## src/rtl/wb_write_queue.sv

```systemverilog
// wb_write_queue: writeback queue feeding the eight 8-bit register cells
// (B,C,D,E,H,L,F,A). It buffers byte and pair write requests, splits each
// pair into two byte writes with the high byte first, and issues one register
// write per cycle on a shared data bus with one-hot write enables.
// Optional feature: define WB_BYPASS_EN to build the pending-write lookup
// (lk_idx / lk_hit / lk_data).
module wb_write_queue #(
    parameter int DEPTH = 4
) (
    input  logic        clk,
    input  logic        rst,
    input  logic        req_valid,
    output logic        req_ready,
    input  logic        req_pair,
    input  logic [2:0]  req_idx,
    input  logic [15:0] req_data,
    output logic [7:0]  reg_wr,
    output logic [7:0]  reg_we,
    output logic        wb_idle
`ifdef WB_BYPASS_EN
    ,
    input  logic [2:0]  lk_idx,
    output logic        lk_hit,
    output logic [7:0]  lk_data
`endif
);

    localparam int AW = (DEPTH > 1) ? $clog2(DEPTH) : 1;
    localparam int CW = AW + 1;

    typedef enum logic [1:0] {IDLE, ISSUE, LOW} state_t;

    state_t          state, state_nxt;
    logic [AW-1:0]   wr_ptr, rd_ptr;
    logic [CW-1:0]   count, count_nxt;
    logic            push, pop, issue, more;
    logic [2:0]      tgt;
    logic [7:0]      val;
    logic [7:0]      we_nxt, wr_nxt;

    logic            mem_pair [DEPTH];
    logic [2:0]      mem_idx  [DEPTH];
    logic [15:0]     mem_data [DEPTH];

    logic            head_pair;
    logic [2:0]      head_idx;
    logic [15:0]     head_data;

    // Pair high byte: BC->B, DE->D, HL->H, AF->A.
    function automatic logic [2:0] hi_idx(input logic [1:0] p);
        return (p == 2'd3) ? 3'd7 : {p, 1'b0};
    endfunction

    // Pair low byte: BC->C, DE->E, HL->L, AF->F.
    function automatic logic [2:0] lo_idx(input logic [1:0] p);
        return (p == 2'd3) ? 3'd6 : {p, 1'b1};
    endfunction

    // The low nibble of the flags register always reads as zero.
    function automatic logic [7:0] f_mask(input logic [2:0] t, input logic [7:0] v);
        return (t == 3'd6) ? {v[7:4], 4'b0000} : v;
    endfunction

    assign push      = req_valid && req_ready;
    assign more      = (count > CW'(1)) || push;
    assign head_pair = mem_pair[rd_ptr];
    assign head_idx  = mem_idx[rd_ptr];
    assign head_data = mem_data[rd_ptr];
    assign wb_idle   = (count == '0) && (state == IDLE);

    // FIFO storage: written on accept, no reset needed.
    always_ff @(posedge clk) begin
        if (push) begin
            mem_pair[wr_ptr] <= req_pair;
            mem_idx[wr_ptr]  <= req_idx;
            mem_data[wr_ptr] <= req_data;
        end
    end

    // Occupancy update; simultaneous push and pop leave it unchanged.
    always_comb begin
        count_nxt = count;
        case ({push, pop})
            2'b10:   count_nxt = count + CW'(1);
            2'b01:   count_nxt = count - CW'(1);
            default: count_nxt = count;
        endcase
    end

    // Drain FSM: choose the byte to issue next edge and whether the head pops.
    always_comb begin
        state_nxt = state;
        pop       = 1'b0;
        issue     = 1'b0;
        tgt       = '0;
        val       = '0;
        case (state)
            IDLE: begin
                if (push) state_nxt = ISSUE;
            end
            ISSUE: begin
                issue = 1'b1;
                if (head_pair) begin
                    tgt       = hi_idx(head_idx[1:0]);
                    val       = head_data[15:8];
                    state_nxt = LOW;
                end else begin
                    tgt       = head_idx;
                    val       = head_data[7:0];
                    pop       = 1'b1;
                    state_nxt = more ? ISSUE : IDLE;
                end
            end
            LOW: begin
                issue     = 1'b1;
                tgt       = lo_idx(head_idx[1:0]);
                val       = head_data[7:0];
                pop       = 1'b1;
                state_nxt = more ? ISSUE : IDLE;
            end
            default: state_nxt = IDLE;
        endcase
        we_nxt = issue ? (8'(1) << tgt) : '0;
        wr_nxt = issue ? f_mask(tgt, val) : '0;
    end

    // State, pointers, registered ready and registered write port.
    always_ff @(posedge clk or posedge rst) begin
        if (rst) begin
            state     <= IDLE;
            count     <= '0;
            wr_ptr    <= '0;
            rd_ptr    <= '0;
            req_ready <= 1'b1;
            reg_we    <= '0;
            reg_wr    <= '0;
        end else begin
            state     <= state_nxt;
            count     <= count_nxt;
            if (push) wr_ptr <= wr_ptr + AW'(1);
            if (pop)  rd_ptr <= rd_ptr + AW'(1);
            req_ready <= (count_nxt < CW'(DEPTH));
            reg_we    <= we_nxt;
            reg_wr    <= wr_nxt;
        end
    end

`ifdef WB_BYPASS_EN
    logic [AW-1:0] slot;
    logic [7:0]    lk_val;

    // Scan oldest to youngest so the youngest matching entry wins.
    always_comb begin
        lk_hit = 1'b0;
        lk_val = '0;
        slot   = '0;
        for (int unsigned i = 0; i < DEPTH; i++) begin
            slot = rd_ptr + AW'(i);
            if (CW'(i) < count) begin
                if (!mem_pair[slot]) begin
                    if (mem_idx[slot] == lk_idx) begin
                        lk_hit = 1'b1;
                        lk_val = mem_data[slot][7:0];
                    end
                end else begin
                    if (hi_idx(mem_idx[slot][1:0]) == lk_idx) begin
                        lk_hit = 1'b1;
                        lk_val = mem_data[slot][15:8];
                    end
                    if (lo_idx(mem_idx[slot][1:0]) == lk_idx) begin
                        lk_hit = 1'b1;
                        lk_val = mem_data[slot][7:0];
                    end
                end
            end
        end
        lk_data = lk_hit ? f_mask(lk_idx, lk_val) : '0;
    end
`endif

endmodule

```

## config.mk

```make
export PLATFORM = sky130hd
export DESIGN_NAME = wb_write_queue
export DESIGN_NICKNAME = d
export VERILOG_FILES = /design/src/rtl/wb_write_queue.sv
export SDC_FILE = /design/constraint.sdc
export NUM_CORES = 1
export LEC_CHECK = 0
export ABC_AREA = 1
export BUFFER_PORTS_ARGS = -buffer_cell sky130_fd_sc_hd__buf_4
export CORE_MARGIN = 5
export CORE_UTILIZATION = 40
export CTS_CLUSTER_DIAMETER = 100
export DETAILED_ROUTE_END_ITERATION = 6
export PLACE_DENSITY = 0.6
export SLEW_MARGIN = 10
export SYNTH_ARGS = -nofsm -noshare
export SYNTH_HDL_FRONTEND = slang
export SYNTH_SLANG_ARGS = --single-unit
```

## constraint.sdc

```tcl
create_clock -name clk -period 2.8 [get_ports clk]
set_input_delay 0.84 -clock clk [delete_from_list [all_inputs] [get_ports clk]]
set_output_delay 0.84 -clock clk [all_outputs]
set_load 0.1 [all_outputs]
```

; After elaboration in Yosys (flattened, before gate mapping)
; Memory sizes are Yosys's and may differ from the RTL's.
; Cells that the tools add are included.
[totals]
romBits = 0
out_inout_bits = 18
ff_bits = 26
memories = 3
ram_bits = 80
latchBits = 0
word_cells = 49
[op_classes]
n_addsub = 4
n_shift = 1
bitwise = 0
div = 0
n_reduce_logical = 6
n_lt_le_gt_ge = 2
n_mul = 0
muxes = 19
eq_ne = 7
[mem_list]
columns = name, words, word_bits, read_ports, rd_ports_with_merged_regs, wr, line
row1 = mem_data, 4, 16, 1, 0, 1, 43  ; logic [15:0] mem_data [DEPTH];
row2 = mem_idx, 4, 3, 1, 0, 1, 42  ; logic [2:0] mem_idx [DEPTH];
row3 = mem_pair, 4, 1, 1, 0, 1, 41  ; logic mem_pair [DEPTH];
[op_table]
columns = operator, n
row1 = $mux 8, 3
row2 = $pmux 8 s2, 1
row3 = $pmux 3 s2, 2
row4 = $mux 3, 3
row5 = $shl 1x3->8 const A, 1
row6 = $eq 2x2->1 const B, 3
row7 = $pmux 2 s3, 1
row8 = $mux 1, 5
row9 = $add 2x1->2 const B, 2
row10 = $eq 2x1->1 const B, 2
row11 = $mux 2, 2
row12 = $mux 4, 1
row13 = $add 3x1->3 const B, 1
row14 = $eq 3x3->1 const B, 1
row15 = $gt 3x1->1 const B, 1
row16 = $logic_not 3->1, 1
row17 = $lt 3x3->1 const B, 1
row18 = $sub 3x1->3 const B, 1
row19 = $logic_and 1x1->1, 2
row20 = $logic_not 2->1, 1
row21 = $ne 2x2->1 const B, 1
row22 = $pmux 1 s2, 1
row23 = $reduce_or 2->1, 1
row24 = $logic_or 1x1->1, 1

; Longest topological paths before layout
; An unclocked memory read counts as a cell.
[logic_depth]
word_depth = 8
ltp_mapped = 15

; Worst setup path before layout
; Ideal clock, no wire load.
[synth_timing]
path_type = register -> output
start = register state[0]
end = output wb_idle
setup_slack_ns = 0.004
arrival_time_ns = 1.956
path_stages_with_launch = 5
required_ns = 1.960
path_buffers = 0
path_cell_list = dfrtp_1 inv_1 ha_1 nand2_1 nor2_1
[synth_between]
elab_chain_cells = 2
[synth_rtl]
columns = element, line
row1 = "start, declared", 33  ; state_t state, state_nxt;
row2 = "start signal, assigned", 138  ; state <= state_nxt;
row3 = $logic_not 2->1, 69  ; assign wb_idle = (count == '0) && (state == IDLE);
row4 = $logic_and 1x1->1, 69
row5 = "end, declared", 19  ; output logic wb_idle
; Every way passes these cells.

; Worst setup path after layout
; Ends and elaborated chain as after synthesis.

==> results.ini <==
[global_route]
grt_start_max_net_pins=43
grt_pass1_wl_mm=14.2
global_route.usage.total_pct=13.8
initial_antenna_violation_count=0
globalRoute.totalOverflow=0
grt_pass1_vias=2898

[synthesis]
mappedNetlistNets=420
mappedNetlistArea_sq_um=4540
synth-seq-cells=106
yosys.cell_count.top_type=sky130_fd_sc_hd__edfxtp_1
synth-async-reset-ratio_pct=24.5
yosysWarningCount=0
postSynthCellCount=383
synthesis.area_per_instance_sq_um=11.8
number_of_enable_flip_flop_cells_after_synthesis=80
synth_top_cells_by_count=80 x sky130_fd_sc_hd__edfxtp_1, 73 x sky130_fd_sc_hd__nand2_1, 50 x sky130_fd_sc_hd__nor2_1
synth-main-ff-cell=sky130_fd_sc_hd__edfxtp_1
post_synth_main_area_contributors=sky130_fd_sc_hd__edfxtp_1 53%, sky130_fd_sc_hd__dfrtp_1 14%, sky130_fd_sc_hd__nand2_1 6.0%
count_of_unique_library_cells_instantiated_by_yosys=31
seq_area_frac_synth_pct=67.3
yosys.area.top_type_share_pct=53.0
synth_largest_area_cell=sky130_fd_sc_hd__edfxtp_1

[cells_and_area]
final_util_pct=48.0
area_delta_synth_final_pct=16.2
final_nets=466
insertedDiodeCount=0
final_layout_size_suffix_gt1_share_pct=20.5

[timing]
finClkSkew_ns=0.00660
timing.final.crit_share_pct=85.2
report.final.slew_viol_count=0
rsz_0062_raised_after_global_routing=no
setup_slack_ns=0.415
totalNegativeSetupSlack_ns=0
timing.hold.ws_ns=0.550
timing.fmax_ghz=0.419
setup_viol=0
period_minus_slack_ns=2.39
worst_slew_pin_slew_ns=0.553
final_hold_viol_count=0
maxSlewHeadroom_pct=63.1

[place]
place.gp.congestion=0.776
placement.setup.worst_slack_ns=0.634
hpwlAfterDp_mm=5.72
port_buf_inserts=40

[floorplan]
floorplan.initialDensity_pct=41.3
ioPinCount=41
die_height_microns=116
die-area_sq_um=13600
die_x_microns=116
std_cell_rows=38
core-area_sq_um=11000

[route]
detail_route.wl_per_cell_microns=15.2
drtAntennaViolNets=0
route.vias.total=2837
drc=0
wl_mm=8.73
drt_pass_1_iters=5
detailedRoute.firstIterationViolations=139
via_per_inst=4.94

[clocking]
cts_made_buffers=9
path_clk_slew_ns=0.07
cts_buffer_depth=2
cts-resized-gates=0
htree_num_levels=3
clk-insertion-delay-late_ns=0.34
clock-root-buffer=sky130_fd_sc_hd__clkbuf_16
cts_hold_buf=0
cts_tree=done
cts_setup_buffers=0
numClockSinks=106

[outcome]
outcome=complete, no violations

[setup_path]
crit_buf_inv=2
cp-start-kind=flip-flop
timing.critical_path.max_delay_family=flip-flops
timing.critical_path.cells=inv_1, ha_1, nand2_1, nor2_1, buf_4
critPathSlowestCell=sky130_fd_sc_hd__dfrtp_1
critPathMaxStageDelay_ns=0.41
end_kind=output pin
critical_path_peak_fanout=3
worst_ep_required_time_ns=1.96
critPathArrivalTime_ns=1.55
criticalPathCategory=flip-flop to output pin

[pwr]
powerDensity_nw_per_um2=562
cellLeakagePower_nw=2.18
ir_drop_mv=0.271
post-layout-total-power_w=0.00296

[flow_run]
drv_cap=0

[worst_hold_path]
hold_class=input port to async pin

-- per-stage QoR --
stage / cell area (sq um) / instances
after floorplan: 4540 / 383
after global placement: 4980 / 558
after detailed placement: 4980 / 558
after CTS: 5270 / 574
after global routing: 5270 / 574
final: 5270 / 574
-- routing by layer --
| metal | vias up | track usage, % | share of wire [%] | routed length (microns) |
|---|---|---|---|---|
| met5 | - | 0 | 0 | 0 |
| met2 | 60 | 24.2 | 51 | 4420 |
| met4 | 0 | 4.87 | 1.6 | 139 |
| li1 | 1397 | - | - | - |
| met1 | 1363 | 16.8 | 43 | 3720 |
| met3 | 17 | 3.21 | 5.2 | 454 |
-- final timing paths --
path,startpoint,endpoint,slack [ns],cells past startpoint
worst max register to register,rd_ptr[0],count[2],0.71,14
worst min-delay path,rst,count[2],0.55,2
min in group clk,count[2],req_ready,0.56,3
worst max-delay path,state[0],wb_idle,0.41,5
max in group asynchronous,rst,reg_wr[0],1.65,3
worst min register to register,count[2],req_ready,0.56,3
-- power breakdown --
group | leakage (nW) | internal, W | switching, W
Sequential | 1.05 | 0.00169 | 0
Clock | 0.142 | 0.000699 | 0.000525
Combinational | 0.985 | 0.0000208 | 0.0000221
Total | 2.18 | 0.00241 | 0.000547
-- sequential cells by signal (all words and copies together) (netlist names) --
name	count
state	2
count	3
mem_data	64
wr_ptr	2
mem_idx	12
reg_we	8
rd_ptr	2
reg_wr	8
req_ready	1
mem_pair	4
-- cells in the final DEF (no fill, tap or decap) --
master,netlist,routed
sky130_fd_sc_hd__nor2_2,1,4
sky130_fd_sc_hd__nor2_1,50,47
sky130_fd_sc_hd__xor2_1,2,2
sky130_fd_sc_hd__inv_6,0,2
sky130_fd_sc_hd__buf_4,4,50
sky130_fd_sc_hd__o22ai_1,14,14
sky130_fd_sc_hd__ha_1,14,14
sky130_fd_sc_hd__clkinv_2,0,1
sky130_fd_sc_hd__inv_1,26,26
sky130_fd_sc_hd__o211ai_1,3,3
sky130_fd_sc_hd__nand2_2,8,8
sky130_fd_sc_hd__nor3_1,1,1
sky130_fd_sc_hd__o21ai_0,34,34
sky130_fd_sc_hd__nand3_2,2,2
sky130_fd_sc_hd__clkbuf_16,0,9
sky130_fd_sc_hd__a32o_1,2,2
sky130_fd_sc_hd__clkbuf_1,0,3
sky130_fd_sc_hd__a22o_1,1,1
sky130_fd_sc_hd__bufinv_16,0,1
sky130_fd_sc_hd__inv_2,3,3
sky130_fd_sc_hd__o21ai_1,1,1
sky130_fd_sc_hd__nand3_1,12,12
sky130_fd_sc_hd__dfstp_2,1,1
sky130_fd_sc_hd__nor2_8,1,1
sky130_fd_sc_hd__edfxtp_1,80,80
sky130_fd_sc_hd__nand2_1,73,73
sky130_fd_sc_hd__nand3_4,1,1
sky130_fd_sc_hd__o21ai_4,1,1
sky130_fd_sc_hd__inv_8,1,1
sky130_fd_sc_hd__dfrtp_1,25,25
sky130_fd_sc_hd__nand2_4,4,4
sky130_fd_sc_hd__o221ai_1,1,1
sky130_fd_sc_hd__a21oi_1,6,6
-- final cells by class --
cell class	instances	area [sq um]
fillers	971	5710
repair buffers	50	375
clock inverters	4	52.6
flip-flops and latches	106	3050
inverters	30	120
multi-input cells	232	1250
well taps	140	175
clock buffers	12	236
-- cell families (layout without fill, tap and decap cells) --
logic type	count (synthesis)	in the layout	share of synthesized area (%)
AOI/OAI and AO/OA	63	63	8.14
xor gates and xnor gates	2	2	0.386
adders and majority gates	14	14	3.86
buffers and inverters	45	96	5.16
DFF	106	106	67.3
and+or+nand+nor	153	153	15.1
Power figures use the tool's default switching activity.
